==> src/rtl/div_controller.sv <==
// div_controller: sequences DIV/DIVU requests through an external unsigned
// restoring divider. It screens divide-by-zero, converts signed operands to
// magnitudes, runs a watchdog while the divider works, applies the sign
// fix-up and holds the architectural HI/LO results.
module div_controller #(
  parameter int unsigned TIMEOUT = 40
) (
  input  logic        clock,
  input  logic        reset,
  input  logic        DIV_REQ,
  input  logic        DIV_SIGNED,
  input  logic [31:0] RS,
  input  logic [31:0] RT,
  output logic        DIV_START,
  output logic [31:0] DIV_A,
  output logic [31:0] DIV_B,
  input  logic        DIV_END,
  input  logic [31:0] DIV_HI,
  input  logic [31:0] DIV_LO,
  output logic [31:0] HI,
  output logic [31:0] LO,
  output logic        BUSY,
  output logic        DONE,
  output logic        DIV_ZERO,
  output logic        DIV_TIMEOUT
);

  localparam int unsigned      DATA_W   = 32;
  localparam int unsigned      TMR_W    = (TIMEOUT > 2) ? $clog2(TIMEOUT) : 1;
  localparam logic [TMR_W-1:0] TMR_LAST = TMR_W'(TIMEOUT - 1);

  localparam logic [2:0] ST_IDLE  = 3'd0;
  localparam logic [2:0] ST_START = 3'd1;
  localparam logic [2:0] ST_WAIT  = 3'd2;
  localparam logic [2:0] ST_FIX   = 3'd3;
  localparam logic [2:0] ST_DONE  = 3'd4;

  logic [2:0]        state_q,   state_d;
  logic [TMR_W-1:0]  timer_q,   timer_d;
  logic              sa_q,      sa_d;
  logic              sb_q,      sb_d;
  logic [DATA_W-1:0] div_a_q,   div_a_d;
  logic [DATA_W-1:0] div_b_q,   div_b_d;
  logic [DATA_W-1:0] hi_q,      hi_d;
  logic [DATA_W-1:0] lo_q,      lo_d;
  logic              start_q,   start_d;
  logic              busy_q,    busy_d;
  logic              done_q,    done_d;
  logic              zero_q,    zero_d;
  logic              tout_q,    tout_d;

  // 32-bit two's-complement negate; wraps for 0x80000000
  function automatic logic [DATA_W-1:0] neg32(input logic [DATA_W-1:0] x);
    return (~x) + DATA_W'(1);
  endfunction

  // State and output registers
  always_ff @(posedge clock or negedge reset) begin
    if (!reset) begin
      state_q <= ST_IDLE;
      timer_q <= '0;
      sa_q    <= 1'b0;
      sb_q    <= 1'b0;
      div_a_q <= '0;
      div_b_q <= '0;
      hi_q    <= '0;
      lo_q    <= '0;
      start_q <= 1'b0;
      busy_q  <= 1'b0;
      done_q  <= 1'b0;
      zero_q  <= 1'b0;
      tout_q  <= 1'b0;
    end else begin
      state_q <= state_d;
      timer_q <= timer_d;
      sa_q    <= sa_d;
      sb_q    <= sb_d;
      div_a_q <= div_a_d;
      div_b_q <= div_b_d;
      hi_q    <= hi_d;
      lo_q    <= lo_d;
      start_q <= start_d;
      busy_q  <= busy_d;
      done_q  <= done_d;
      zero_q  <= zero_d;
      tout_q  <= tout_d;
    end
  end

  // Next-state and next-output logic; pulses default low, data holds
  always_comb begin
    state_d = state_q;
    timer_d = timer_q;
    sa_d    = sa_q;
    sb_d    = sb_q;
    div_a_d = div_a_q;
    div_b_d = div_b_q;
    hi_d    = hi_q;
    lo_d    = lo_q;
    start_d = 1'b0;
    done_d  = 1'b0;
    zero_d  = 1'b0;
    tout_d  = 1'b0;

    case (state_q)
      ST_IDLE: begin
        if (DIV_REQ) begin
          if (RT == '0) begin
            // divide-by-zero is reported without ever starting the divider
            zero_d = 1'b1;
          end else begin
            sa_d    = DIV_SIGNED & RS[DATA_W-1];
            sb_d    = DIV_SIGNED & RT[DATA_W-1];
            div_a_d = (DIV_SIGNED & RS[DATA_W-1]) ? neg32(RS) : RS;
            div_b_d = (DIV_SIGNED & RT[DATA_W-1]) ? neg32(RT) : RT;
            start_d = 1'b1;
            state_d = ST_START;
          end
        end
      end

      ST_START: begin
        timer_d = '0;
        state_d = ST_WAIT;
      end

      ST_WAIT: begin
        // a completion on the final watchdog edge still counts as done
        if (DIV_END) begin
          state_d = ST_FIX;
        end else if (timer_q == TMR_LAST) begin
          tout_d  = 1'b1;
          state_d = ST_IDLE;
        end else begin
          timer_d = timer_q + TMR_W'(1);
        end
      end

      ST_FIX: begin
        // quotient negative when signs differ; remainder follows dividend
        lo_d    = (sa_q ^ sb_q) ? neg32(DIV_LO) : DIV_LO;
        hi_d    = sa_q ? neg32(DIV_HI) : DIV_HI;
        done_d  = 1'b1;
        state_d = ST_DONE;
      end

      ST_DONE: begin
        state_d = ST_IDLE;
      end

      default: begin
        state_d = ST_IDLE;
      end
    endcase

    busy_d = (state_d != ST_IDLE);
  end

  assign DIV_START   = start_q;
  assign DIV_A       = div_a_q;
  assign DIV_B       = div_b_q;
  assign HI          = hi_q;
  assign LO          = lo_q;
  assign BUSY        = busy_q;
  assign DONE        = done_q;
  assign DIV_ZERO    = zero_q;
  assign DIV_TIMEOUT = tout_q;

endmodule

==> config.mk <==
export PLATFORM = sky130hd
export DESIGN_NAME = div_controller
export DESIGN_NICKNAME = d
export VERILOG_FILES = /design/src/rtl/div_controller.sv
export SDC_FILE = /design/constraint.sdc
export NUM_CORES = 1
export LEC_CHECK = 0
export BUFFER_PORTS_ARGS = -buffer_cell sky130_fd_sc_hd__buf_2
export CAP_MARGIN = 10
export CORE_ASPECT_RATIO = 0.75
export CORE_MARGIN = 8
export CORE_UTILIZATION = 45
export CTS_BUF_LIST = sky130_fd_sc_hd__clkbuf_4
export DETAILED_ROUTE_END_ITERATION = 6
export PLACE_DENSITY = 0.73
export SKIP_LAST_GASP = 1
export SYNTH_ARGS = -nofsm -noshare
export SYNTH_HDL_FRONTEND = slang
export SYNTH_SLANG_ARGS = --single-unit
==> constraint.sdc <==
create_clock -name clock -period 5.95 [get_ports clock]
set_input_delay 0 -clock clock [delete_from_list [all_inputs] [get_ports clock]]
set_output_delay 0 -clock clock [all_outputs]
set_load 0.02 [all_outputs]
==> results.yml <==
routing:
  routed-via-count: 8588
  viasPerCell: 5.35
  drc: 0
  drt-initial-drc-count: 660
  wl_per_cell_um: 17.1
  drt_pass1_iterations: 5
  drtAntennaViolNets: 0
  wirelength_mm: 27.5
floorplan:
  rows: 42
  die_w_um: 170
  pin_count: 266
  die-height_um: 131
  start_util: 0.456
  die_area_um2: 22300
  core_um2: 17500
sta:
  tightestPinTransition_ns: 1.18
  relSlewSlack: 0.212
  timing.fmax_mhz: 297
  period_minus_slack_ns: 3.37
  slew_viol_final: 0
  finalWorstSetupSlack_ns: 2.58
  setup_viol: 0
  skew_ns: 0.0215
  period_share: 0.566
  rsz0062_at_grt: "no"
  setup_tns_ns: 0
  hold_violations: 0
pwr:
  powerDensity_nw_per_um2: 434
  total_power_mw: 5.14
  p_leak_nw: 5.36
  ir_drop_uv: 274
grt:
  busiest_layer: "met2"
  antenna_found_initial: 1
  grt_util_met1: 0.297
  grt_pass1_vias: 8687
  track_usage: 0.242
  grt_first_pass_wirelength_mm: 44.2
  grt_use_met3: 0.0787
  grt_use_met2: 0.389
  grt_max_degree: 106
  grt-ovfl-total: 0
yosys:
  seq_area_frac_synth: 0.452
  syn_nets: 1035
  synth.area.top_cells: "dfrtp_1, o21ai_0, nand2_1"
  yosysUniqueCellTypes: 51
  avgSynthCellArea_um2: 8.89
  netlist_area_um2: 7970
  synth_edf_count: 0
  synth_top_area_share: 0.452
  async_reset_ff_frac: 1.00
  synth_top_area_cell: "dfrtp_1"
  ys.flop_type: "dfrtp_1"
  netlist_top_cells_count: "nand2_1, dfrtp_1, o21ai_0"
  yosys_warnings: 0
  synth_seq_cells: 144
  synthCells: 897
  yosysMostFrequentCell: "nand2_1"
cts:
  clk_path_buf_depth: 2
  cts_resized: 0
  clock_latency_ns: 0.56
  cts-htree-levels: 4
  cts_tree: "yes"
  numCtsBuffers: 17
  clk_pin_slew_ns: 0.14
  cts_sinks: 144
  clockRootBuffer: "clkbuf_4"
min_path:
  min_path_cells: 3
  hold_class: "primary input to register"
finish:
  drive_gt1_frac: 0.237
  synthToLayoutAreaGrowth_pct: 48.6
  nets: 1486
run_status:
  status: "finished clean"
critical_path:
  cp_slowest_cell: "buf_4"
  cp-end-kind: "register"
  cp.depth: 11
  cpMostUsedCell: "dlygate4sd3_1"
  path_class: "primary input to register"
  worstSetupStartpointType: "primary input"
  crit_chain: "dlygate4sd3_1 > buf_2 > inv_1 > ha_1 > nor3b_1 > nand4_1 > o41ai_4 > buf_4 > nand2_1 > o21ai_1 > dlygate4sd3_1"
  worst-path-max-fanout: 105
  crit_family: "buffers and inverters"
  reg2regPathDepth: 6
  arrival_ns: 3.86
  worst_path_largest_cell_delay_ns: 0.72
  crit_required_ns: 6.45
  cp_num_buf_inv: 5
placed_design:
  dp_hpwl_mm: 17.9
  io_buffers: 265
  preCtsSetupSlack_ns: 3.08
  gp_congestion: 0.885
flow_run:
  drv_cap: 0
## tightest hold or removal path, cell delays in order
cell	delay, ns
dlygate4sd3_1	0.54
buf_2	0.17
nor3_1	0.07
## flip-flops by register name, indices dropped and copies added (netlist names)
signal       cells
DIV_TIMEOUT      1
HI              32
DIV_A           32
LO              32
DIV_ZERO         1
sa_q             1
BUSY             1
DIV_B           32
DONE             1
sb_q             1
state_q          3
timer_q          6
DIV_START        1
## metal layers
metal / vias up / share of wire
met3: 61 / 0.10
met2: 431 / 0.46
met5: - / 0
li1: 4091 / -
met4: 0 / 0.027
met1: 4005 / 0.41
## cell families (layout without fill, tap and decap cells)
| family | count (synthesis) | after routing | synth area share |
|---|---|---|---|
| compound gates | 250 | 250 | 0.185 |
| xor+xnor | 116 | 116 | 0.127 |
| fa+ha+maj | 5 | 5 | 0.00785 |
| buf+inv | 66 | 530 | 0.0339 |
| flops | 144 | 144 | 0.452 |
| mux | 1 | 1 | 0.00126 |
| other cells | 0 | 1 | 0 |
| simple gates | 315 | 315 | 0.192 |
## final timing paths
kind                                    from               endpoint  slack [ns]
setup reg to reg            sa_q$_DFFE_PN0P_     LO[13]$_DFFE_PN0P_        3.20
min in group asynchronous              reset  DIV_B[14]$_DFFE_PN0P_        0.54
max in group asynchronous              reset   DIV_A[2]$_DFFE_PN0P_        4.06
setup / recovery                       RT[0]  DIV_A[31]$_DFFE_PN0P_        2.58
hold / removal                       DIV_END  DIV_TIMEOUT$_DFF_PN0_        0.24
hold reg to reg            HI[0]$_DFFE_PN0P_      HI[0]$_DFFE_PN0P_        0.49
## layout make-up
cell class / instances / area, um2
tap: 242 / 303
fill: 1333 / 5650
inverter: 19 / 71.3
antenna: 1 / 2.50
sequential: 144 / 3600
clock inverter: 15 / 183
clock buffer: 17 / 128
timing repair buffer: 479 / 3450
multi-input combinational: 687 / 4110
## repair_timing
item                       in CTS  in global routing
setup buffers                   0                  0
setup endpoints to repair       0                  0
hold buffers                  205                  0
hold endpoints to repair      211                  0
## power breakdown
part           leakage (nW)  switching, mW  internal (mW)
Combinational          3.42           1.66           1.09
Clock                 0.164          0.390          0.297
Sequential             1.78          0.275           1.43
## stage by stage
step	util	hold WS, ns	cells	area, um2
global route	0.677	0.205	1604	11800
global placement	0.541	0.0603	1365	9480
finish	0.677	0.238	1604	11800
floorplan	-	-0.296	897	7970
CTS	0.676	0.186	1602	11800
detailed placement	0.541	0.0635	1365	9480
## placed cells by master (no fill, tap or decap), types with 23 or more instances in the layout
cell / instances
buf_2: 264
dlygate4sd3_1: 205
nand2_1: 147
dfrtp_1: 144
o21ai_0: 131
xor2_1: 60
xnor2_1: 55
nor2_1: 50
a21oi_1: 28
a31oi_1: 28
o31ai_1: 23
Note: power is estimated with default switching activity, not from simulation.
